[config.mk]
export PLATFORM = sky130hd
export DESIGN_NAME = uart_tx_fifo_flat
export DESIGN_NICKNAME = d
export VERILOG_FILES = /design/src/rtl/uart_pkg.sv /design/src/rtl/uart_tx_fifo_if.sv /design/src/rtl/uart_tx_fifo.sv /design/src/flat_wrapper.sv
export SDC_FILE = /design/constraint.sdc
export NUM_CORES = 1
export LEC_CHECK = 0
export ABC_CLOCK_PERIOD_IN_PS = 3600
export BUFFER_PORTS_ARGS = -buffer_cell sky130_fd_sc_hd__buf_2
export CAP_MARGIN = 20
export CORE_MARGIN = 2
export CORE_UTILIZATION = 53
export CTS_CLUSTER_DIAMETER = 100
export DETAILED_ROUTE_END_ITERATION = 7
export PLACE_DENSITY = 0.71
export SETUP_SLACK_MARGIN = 0.15
export SLEW_MARGIN = 20
export SYNTH_ARGS = -nofsm -noshare
export SYNTH_HDL_FRONTEND = slang
export SYNTH_SLANG_ARGS = --single-unit
[constraint.sdc]
create_clock -name i_clk -period 3.6 [get_ports i_clk]
set_input_delay 0.36 -clock i_clk [delete_from_list [all_inputs] [get_ports i_clk]]
set_output_delay 0.36 -clock i_clk [all_outputs]
set_load 0.01 [all_outputs]
[src/rtl/uart_pkg.sv]
`default_nettype none
// ============================================================================
//  Module      : uart_pkg
//  Description : Shared constants and types for the UART transmit path:
//                data width, FIFO sizing defaults, baud divisor and the
//                transmitter state encoding.
//  Ports       : none (package)
//  Revision    : 1.0  initial release
// ============================================================================
package uart_pkg;

    localparam int unsigned DATA_W            = 8;
    localparam int unsigned FIFO_DEPTH        = 16;
    localparam int unsigned FIFO_AFULL_LEVEL  = 12;

    localparam int unsigned CLK_HZ            = 1_000_000;
    localparam int unsigned BAUD              = 9600;
    // Integer divide: 104 clocks per bit, about 0.16 % fast, well inside
    // the tolerance of any UART receiver.
    localparam int unsigned UART_CLKS_PER_BIT = CLK_HZ / BAUD;

    typedef enum logic [1:0] {
        TX_IDLE  = 2'd0,
        TX_START = 2'd1,
        TX_DATA  = 2'd2,
        TX_STOP  = 2'd3
    } tx_state_e;

    // Pointer width carries one extra wrap bit beyond the address bits.
    function automatic int unsigned ptr_width(input int unsigned depth);
        return $clog2(depth) + 1;
    endfunction

endpackage : uart_pkg
`default_nettype wire

[src/rtl/uart_tx_fifo_if.sv]
`default_nettype none
// ============================================================================
//  Module      : uart_tx_fifo_if
//  Description : Bundle of the FIFO write side, status flags and the
//                first-word-fall-through read handshake.
//  Signals     : i_wr_data/i_wr_en/i_clr_ovf  write side (into FIFO)
//                o_full/o_afull/o_empty/o_level/o_overflow  status
//                o_data/o_valid/i_ready  read handshake toward transmitter
//  Modports    : slave  - the FIFO itself
//                master - the bus/CPU side and transmitter driving it
//  Revision    : 1.0  initial release
// ============================================================================
interface uart_tx_fifo_if #(
    parameter int unsigned DEPTH = uart_pkg::FIFO_DEPTH
);
    import uart_pkg::*;

    localparam int unsigned LW = ptr_width(DEPTH);

    logic [DATA_W-1:0] i_wr_data;
    logic              i_wr_en;
    logic              i_clr_ovf;
    logic              o_full;
    logic              o_afull;
    logic              o_empty;
    logic [LW-1:0]     o_level;
    logic              o_overflow;
    logic [DATA_W-1:0] o_data;
    logic              o_valid;
    logic              i_ready;

    modport slave (
        input  i_wr_data, i_wr_en, i_clr_ovf, i_ready,
        output o_full, o_afull, o_empty, o_level, o_overflow, o_data, o_valid
    );

    modport master (
        output i_wr_data, i_wr_en, i_clr_ovf, i_ready,
        input  o_full, o_afull, o_empty, o_level, o_overflow, o_data, o_valid
    );

endinterface : uart_tx_fifo_if
`default_nettype wire

[src/rtl/uart_tx_fifo.sv]
`default_nettype none
// ============================================================================
//  Module      : uart_tx_fifo
//  Description : First-word-fall-through byte FIFO feeding a UART
//                transmitter. Register-array storage with one write port
//                and an asynchronous read port; status flags are decoded
//                from the registered pointers only.
//  Ports       : i_clk          clock, rising edge
//                i_rst          asynchronous active-high reset
//                bus (slave)    write side, status flags, read handshake
//  Revision    : 1.0  initial release
// ============================================================================
module uart_tx_fifo
    import uart_pkg::*;
#(
    parameter int unsigned DEPTH       = FIFO_DEPTH,       // power of two, 2..256
    parameter int unsigned AFULL_LEVEL = FIFO_AFULL_LEVEL
) (
    input  logic          i_clk,
    input  logic          i_rst,
    uart_tx_fifo_if.slave bus
);

    localparam int unsigned   AW        = $clog2(DEPTH);
    localparam int unsigned   PW        = AW + 1;
    localparam logic [PW-1:0] AFULL_THR = PW'(AFULL_LEVEL);

    logic [DATA_W-1:0] mem_q [DEPTH];

    logic [PW-1:0] wptr_q, wptr_d;
    logic [PW-1:0] rptr_q, rptr_d;
    logic          ovf_q, ovf_d;

    logic [PW-1:0] level_w;
    logic          full_w;
    logic          empty_w;
    logic          wr_acc_w;
    logic          wr_drop_w;
    logic          pop_w;

    // Wrap bit differs and address bits match: writer is one lap ahead.
    assign full_w  = (wptr_q[AW] != rptr_q[AW]) &&
                     (wptr_q[AW-1:0] == rptr_q[AW-1:0]);
    assign empty_w = (wptr_q == rptr_q);
    // Modular difference of the extended pointers is the fill count.
    assign level_w = wptr_q - rptr_q;

    // full_w is registered-state only, so a same-cycle pop cannot rescue a
    // write presented while full.
    assign wr_acc_w  = bus.i_wr_en && !full_w;
    assign wr_drop_w = bus.i_wr_en &&  full_w;
    assign pop_w     = !empty_w && bus.i_ready;

    always_comb begin
        wptr_d = wptr_q;
        rptr_d = rptr_q;
        ovf_d  = ovf_q;
        if (wr_acc_w) begin
            wptr_d = wptr_q + PW'(1);
        end
        if (pop_w) begin
            rptr_d = rptr_q + PW'(1);
        end
        // A drop in the same cycle as a clear keeps the flag set.
        if (wr_drop_w) begin
            ovf_d = 1'b1;
        end else if (bus.i_clr_ovf) begin
            ovf_d = 1'b0;
        end
    end

    always_ff @(posedge i_clk or posedge i_rst) begin
        if (i_rst) begin
            wptr_q <= '0;
            rptr_q <= '0;
            ovf_q  <= 1'b0;
        end else begin
            wptr_q <= wptr_d;
            rptr_q <= rptr_d;
            ovf_q  <= ovf_d;
        end
    end

    // Storage is deliberately outside reset: queued bytes are discarded by
    // clearing the pointers, and o_data is meaningless while o_valid=0.
    always_ff @(posedge i_clk) begin
        if (wr_acc_w) begin
            mem_q[wptr_q[AW-1:0]] <= bus.i_wr_data;
        end
    end

    assign bus.o_full     = full_w;
    assign bus.o_empty    = empty_w;
    assign bus.o_afull    = (level_w >= AFULL_THR);
    assign bus.o_level    = level_w;
    assign bus.o_overflow = ovf_q;
    assign bus.o_valid    = !empty_w;
    assign bus.o_data     = mem_q[rptr_q[AW-1:0]];

endmodule : uart_tx_fifo
`default_nettype wire

[src/flat_wrapper.sv]
// flat-port wrapper written by rule: the top's interface ports become plain ports
module uart_tx_fifo_flat import uart_pkg::*;
#(
    parameter int unsigned DEPTH       = FIFO_DEPTH,                              
    parameter int unsigned AFULL_LEVEL = FIFO_AFULL_LEVEL
)
  (i_clk, i_rst, bus_i_wr_data, bus_i_wr_en, bus_i_clr_ovf, bus_i_ready, bus_o_full, bus_o_afull, bus_o_empty, bus_o_level, bus_o_overflow, bus_o_data, bus_o_valid);
  uart_tx_fifo_if #(.DEPTH(DEPTH)) bus_i ();
  input  logic i_clk;
  input  logic i_rst;
  input wire logic [$bits(bus_i.i_wr_data)-1:0] bus_i_wr_data;
  input wire logic [$bits(bus_i.i_wr_en)-1:0] bus_i_wr_en;
  input wire logic [$bits(bus_i.i_clr_ovf)-1:0] bus_i_clr_ovf;
  input wire logic [$bits(bus_i.i_ready)-1:0] bus_i_ready;
  output wire logic [$bits(bus_i.o_full)-1:0] bus_o_full;
  output wire logic [$bits(bus_i.o_afull)-1:0] bus_o_afull;
  output wire logic [$bits(bus_i.o_empty)-1:0] bus_o_empty;
  output wire logic [$bits(bus_i.o_level)-1:0] bus_o_level;
  output wire logic [$bits(bus_i.o_overflow)-1:0] bus_o_overflow;
  output wire logic [$bits(bus_i.o_data)-1:0] bus_o_data;
  output wire logic [$bits(bus_i.o_valid)-1:0] bus_o_valid;
  assign bus_i.i_wr_data = bus_i_wr_data;
  assign bus_i.i_wr_en = bus_i_wr_en;
  assign bus_i.i_clr_ovf = bus_i_clr_ovf;
  assign bus_i.i_ready = bus_i_ready;
  assign bus_o_full = bus_i.o_full;
  assign bus_o_afull = bus_i.o_afull;
  assign bus_o_empty = bus_i.o_empty;
  assign bus_o_level = bus_i.o_level;
  assign bus_o_overflow = bus_i.o_overflow;
  assign bus_o_data = bus_i.o_data;
  assign bus_o_valid = bus_i.o_valid;
  uart_tx_fifo #(.DEPTH(DEPTH), .AFULL_LEVEL(AFULL_LEVEL)) u_core (.i_clk(i_clk), .i_rst(i_rst), .bus(bus_i));
endmodule
* After elaboration in Yosys (flattened, before gate mapping)
Memories as Yosys holds them, arrays and structs flattened.
Cells that the tools add are included.
** Storage, ports and cells
- Register bits after elaboration :: 11
- RAM bits :: 128
- Bits of input ports :: 13
- Logic and storage cells :: 22
- Memories kept :: 1
** Memory list
- u_core.mem_q :: depth 16, width 8, read ports 1, clocked after Yosys merged registers in 0, write ports 1, RTL line uart_tx_fifo.sv:28 : logic [DATA_W-1:0] mem_q [DEPTH];
** Operators by class
- Add/sub/neg operators :: 3
- Magnitude comparators :: 1
- Equal/unequal tests :: 3
- Mux-type cells :: 4
- Reduce and logical (&&, ||, !) cells :: 7
** Operators by type and width (number)
- 5-bit by 1-bit adder with 5-bit output (second input constant) :: 2
- 5-bit == test :: 1
- 5-bit by 4-bit greater-or-equal comparator with 1-bit output (second input constant) :: 1
- 5-bit subtractor :: 1
- 4-bit == test :: 1
- 1-bit logical AND :: 4
- 1-bit two-way mux :: 4
- 1-bit zero test :: 2
- 2-bit nonzero test :: 1
- 1-bit != test :: 1

* Depth between registers and ports, before layout
- Depth after elaboration :: 6
- Mapped depth :: 8
- Mapped depth without buffers :: 7

* Worst setup path before layout
No wires, ideal clock.
- Kind :: register to register
- Start :: register u_core.rptr_q[1]
- End :: memory u_core.mem_q[1][0] (enable)
- Data arrival time :: 2.287 ns
- Required time :: 3.205 ns
- Setup slack :: 0.918 ns
- Stages on the path, launching flop included :: 8
- Path through :: dfrtp_1 > buf_4 > clkbuf_1 > inv_1 > ha_1 > nand4_1 > o21ai_1 > nor4_1
** On the way
- Word-level cells in the longest chain between the ends :: 6
** Ends and longest elaborated chain
- from (decl) :: RTL line uart_tx_fifo.sv:31 : logic [PW-1:0] rptr_q, rptr_d;
- from (signal assigned) :: RTL line uart_tx_fifo.sv:79 : rptr_q <= rptr_d;
- 4-bit == test :: RTL line uart_tx_fifo.sv:43 : (wptr_q[AW-1:0] == rptr_q[AW-1:0]);
- 1-bit logical AND :: RTL line uart_tx_fifo.sv:42 : assign full_w = (wptr_q[AW] != rptr_q[AW]) &&
- 1-bit zero test :: RTL line uart_tx_fifo.sv:50 : assign wr_acc_w = bus.i_wr_en && !full_w;
- 1-bit logical AND :: RTL line uart_tx_fifo.sv:50
- 1-bit two-way mux :: RTL line uart_tx_fifo.sv:87 : if (wr_acc_w) begin
- 1-bit two-way mux (implied by the code) :: RTL line uart_tx_fifo.sv:88 : mem_q[wptr_q[AW-1:0]] <= bus.i_wr_data;
- to (decl) :: RTL line uart_tx_fifo.sv:28
Every way passes these cells.

* Worst setup path in the final report
- Start :: register u_core.rptr_q[0]
- End :: output port bus_o_data[0]
** On the way
- Word-level cells in the longest chain between the ends :: 1
** Ends and longest elaborated chain
- memory 16 x 8 bit
- to (decl) :: RTL line flat_wrapper.sv:20 : output wire logic [$bits(bus_i.o_data)-1:0] bus_o_data;
Every way passes these cells.

==> results_dict.tcl <==
set metrics [dict create \
    status "finished clean" \
    cts_tree "yes" \
    path_max_fanout 28 \
    p_switching_mw 1.97 \
    grt_pass1_vias 3060 \
    post-synth-top-count-cell "edfxtp_1" \
    core_mm2 0.0107 \
    yosys.area.top_type "edfxtp_1" \
    fin_crit_ns 2.95 \
    clk_path_buf_depth 2 \
    die_area_mm2 0.0118 \
    io_buffers 30 \
    finalMaxSlewViolations 0 \
    finalCritPeriodShare_pct 81.9 \
    crit_buf_inv 2 \
    place_congestion 0.876 \
    synth_area_per_cell_um2 18.5 \
    max_freq_ghz 0.339 \
    drt-pass1-iter-count 6 \
    synthArstFlopShare_pct 7.91 \
    finalWirelength_um 12200 \
    leakagePower_nw 2.38 \
    ys_warn_count 0 \
    drtIter0Drc 314 \
    grt_use_total_pct 22.3 \
    num_vias 3039 \
    clockPowerShare_pct 28.1 \
    clkTransAtPathRegs_ns 0.06 \
    drc 0 \
    synth_top_area_share_pct 66.2 \
    ioPinCount 31 \
    grt_pass1_wl_um 18100 \
    synth_ff_type "edfxtp_1" \
    p_seq_share_pct 36.8 \
    skew_ns 0.00685 \
    finalHoldViolations 0 \
    synth-seq-cells 139 \
    min_path_type "in -> reg" \
    pre_cts_ws_ns 0.796 \
    required_ns 3.24 \
    crit_type "reg -> out" \
    fp.dieW_um 109 \
    hpwl_um 8100 \
    ant_nets 0 \
    clock-sinks 139 \
    sw_frac_of_total_pct 34.3 \
    pwr-share-comb_pct 35.2 \
    relSlewSlack_pct 53.8 \
    ff2ff_setup_slack_ns 0.69 \
    post_drt_wl_per_cell_um 23.9 \
    tns_ns 0 \
    cap_viol_max_count 0 \
    ys_top_cells_by_count "edfxtp_1, mux2i_1, inv_1" \
    synth-edff-count 128 \
    syn_inst 314 \
    ir_worst_vdd_v 0.000833 \
    antenna_found_initial 0 \
    synth_seq_area_share_pct 71.0 \
    final_net_count 380 \
    max_stage_delay_ns 0.70 \
    crit_slowest_cell "mux4_1" \
    diodes 0 \
    hold_slack_ns 0.0617 \
    arrival_ns 2.59 \
    die_h_um 109 \
    viasPerCell 5.96 \
    setup_slack_ns 0.651 \
    cts_root_buf "clkbuf_8" \
    initial_core_util_pct 54.0 \
    rsz0062_at_grt "false" \
    clock_latency_ns 0.51 \
    crit_family "multiplexers" \
    setup_viol 0 \
    tightest_slew_ns 0.692 \
    grt_start_max_net_pins 44 \
    p_int_mw 3.78 \
    cp-end-kind "output port" \
    areaGrowthSynthToFinish_pct 14.5 \
    ys_types 36 \
    startpoint_type "flop" \
    finalInstanceArea_mm2 0.00665 \
    placed_cell_area_mm2 0.00609 \
    cts_htree_levels 4 \
    syn_area_mm2 0.00580 \
    synth_nets 337 \
    overflow 0 \
    cp_cell_sequence "buf_4 -> mux4_1 -> a32oi_1 -> o21ai_1 -> buf_2" \
    rows 38 \
    cts_buffers 17 \
    synth_area_leaders "edfxtp_1, mux4_1, dfrtp_1" \
    power_mw 5.74 \
    power.density_mw_per_mm2 864 \
    drive_above_1_share_pct 20.0 \
    nFillCells 802 \
]
-- metrics by stage --
step / std cells / utilization (%)
after floorplan: 314 / -
after global placement: 477 / 56.7
after detailed placement: 477 / 56.7
final: 510 / 61.9
after global routing: 510 / 61.9
after CTS: 510 / 61.9
-- flip-flops by register name, summed over array words and instances (netlist names) --
signal                 flops
u_core.bus.o_overflow      1
u_core.wptr_q              5
u_core.mem_q             128
u_core.rptr_q              5
-- timing repair --
action                    CTS  global route
resized for setup           0             0
setup buffers               0             0
hold endpoints to repair   11             0
hold buffers                1             0
-- power groups by stage --
stage	registers, mW	logic, mW	clock network (mW)
2_1_floorplan	2.08	1.40	0
3_3_place_gp	2.13	1.97	0
3_5_place_dp	2.14	2.00	0
4_1_cts	2.11	2.02	1.62
5_1_grt	2.13	2.18	1.70
6_report	2.11	2.02	1.61
-- worst reg2reg max path: stages, from the launching register on --
cell	delay (ns)
dfrtp_1	0.59
inv_2	0.23
ha_1	0.41
and4_1	0.24
a21boi_2	0.32
nand3_1	0.20
nor2_1	0.56
-- final cells by class --
cell class | count | area [um2] | area share [%]
Inverter | 18 | 67.6 | 1.02
Clock buffer | 20 | 425 | 6.40
Tap cell | 140 | 175 | 2.64
Clock inverter | 12 | 123 | 1.84
Sequential cell | 139 | 4120 | 62.0
Multi-Input combinational cell | 144 | 1530 | 23.0
Timing Repair Buffer | 37 | 205 | 3.09
-- routing by layer --
metal  vias up  global-route usage [%]  routed length [um]
li1       1353                       -                   -
met2       171                    34.6                5730
met5         -                       0                   0
met1      1499                    31.4                5210
met4         0                    6.68                 122
met3        16                    5.86                1140
-- placed cells by master (no fill, tap or decap), drive strengths merged, types with 2 or more instances in the layout --
master and n:
nor2b 2, nand2 6, buf 36, inv 19, a21boi 3, mux2i 24
nor2 8, bufinv 2, ha 9, clkinvlp 2, xnor2 8, nand3 2
dfrtp 11, and2 5, mux4 24, edfxtp 128, clkbuf 20, nor4 4
a32oi 8, o21ai 14, and3 5, nor3b 2, a22oi 8, clkinv 7
nand4 4, xor2 3
-- cells by family after synthesis --
family                     Yosys count  share of synthesized area (%)
DFF                                139                           71.0
muxes                               48                           14.5
and+or+nand+nor                     40                           3.79
AOI/OAI and AO/OA                   35                           4.14
buffers and inverters               31                           2.65
xor gates and xnor gates            11                           1.66
adders and majority gates           10                           2.29
-- final timing paths --
| kind | start | end | cells past startpoint |
|---|---|---|---|
| max reg2reg | u_core.rptr_q[3]$_DFFE_PP0P_ | u_core.mem_q[12][2]$_DFFE_PP_ | 6 |
| max in group asynchronous | i_rst | u_core.rptr_q[1]$_DFFE_PP0P_ | 3 |
| max | u_core.rptr_q[0]$_DFFE_PP0P_ | bus_o_data[0] | 5 |
| min in group asynchronous | i_rst | u_core.bus.o_overflow$_DFFE_PP0P_ | 3 |
| min reg2reg | u_core.bus.o_overflow$_DFFE_PP0P_ | u_core.bus.o_overflow$_DFFE_PP0P_ | 2 |
| min | bus_i_clr_ovf | u_core.bus.o_overflow$_DFFE_PP0P_ | 2 |
(Power assumes the default switching activity.)
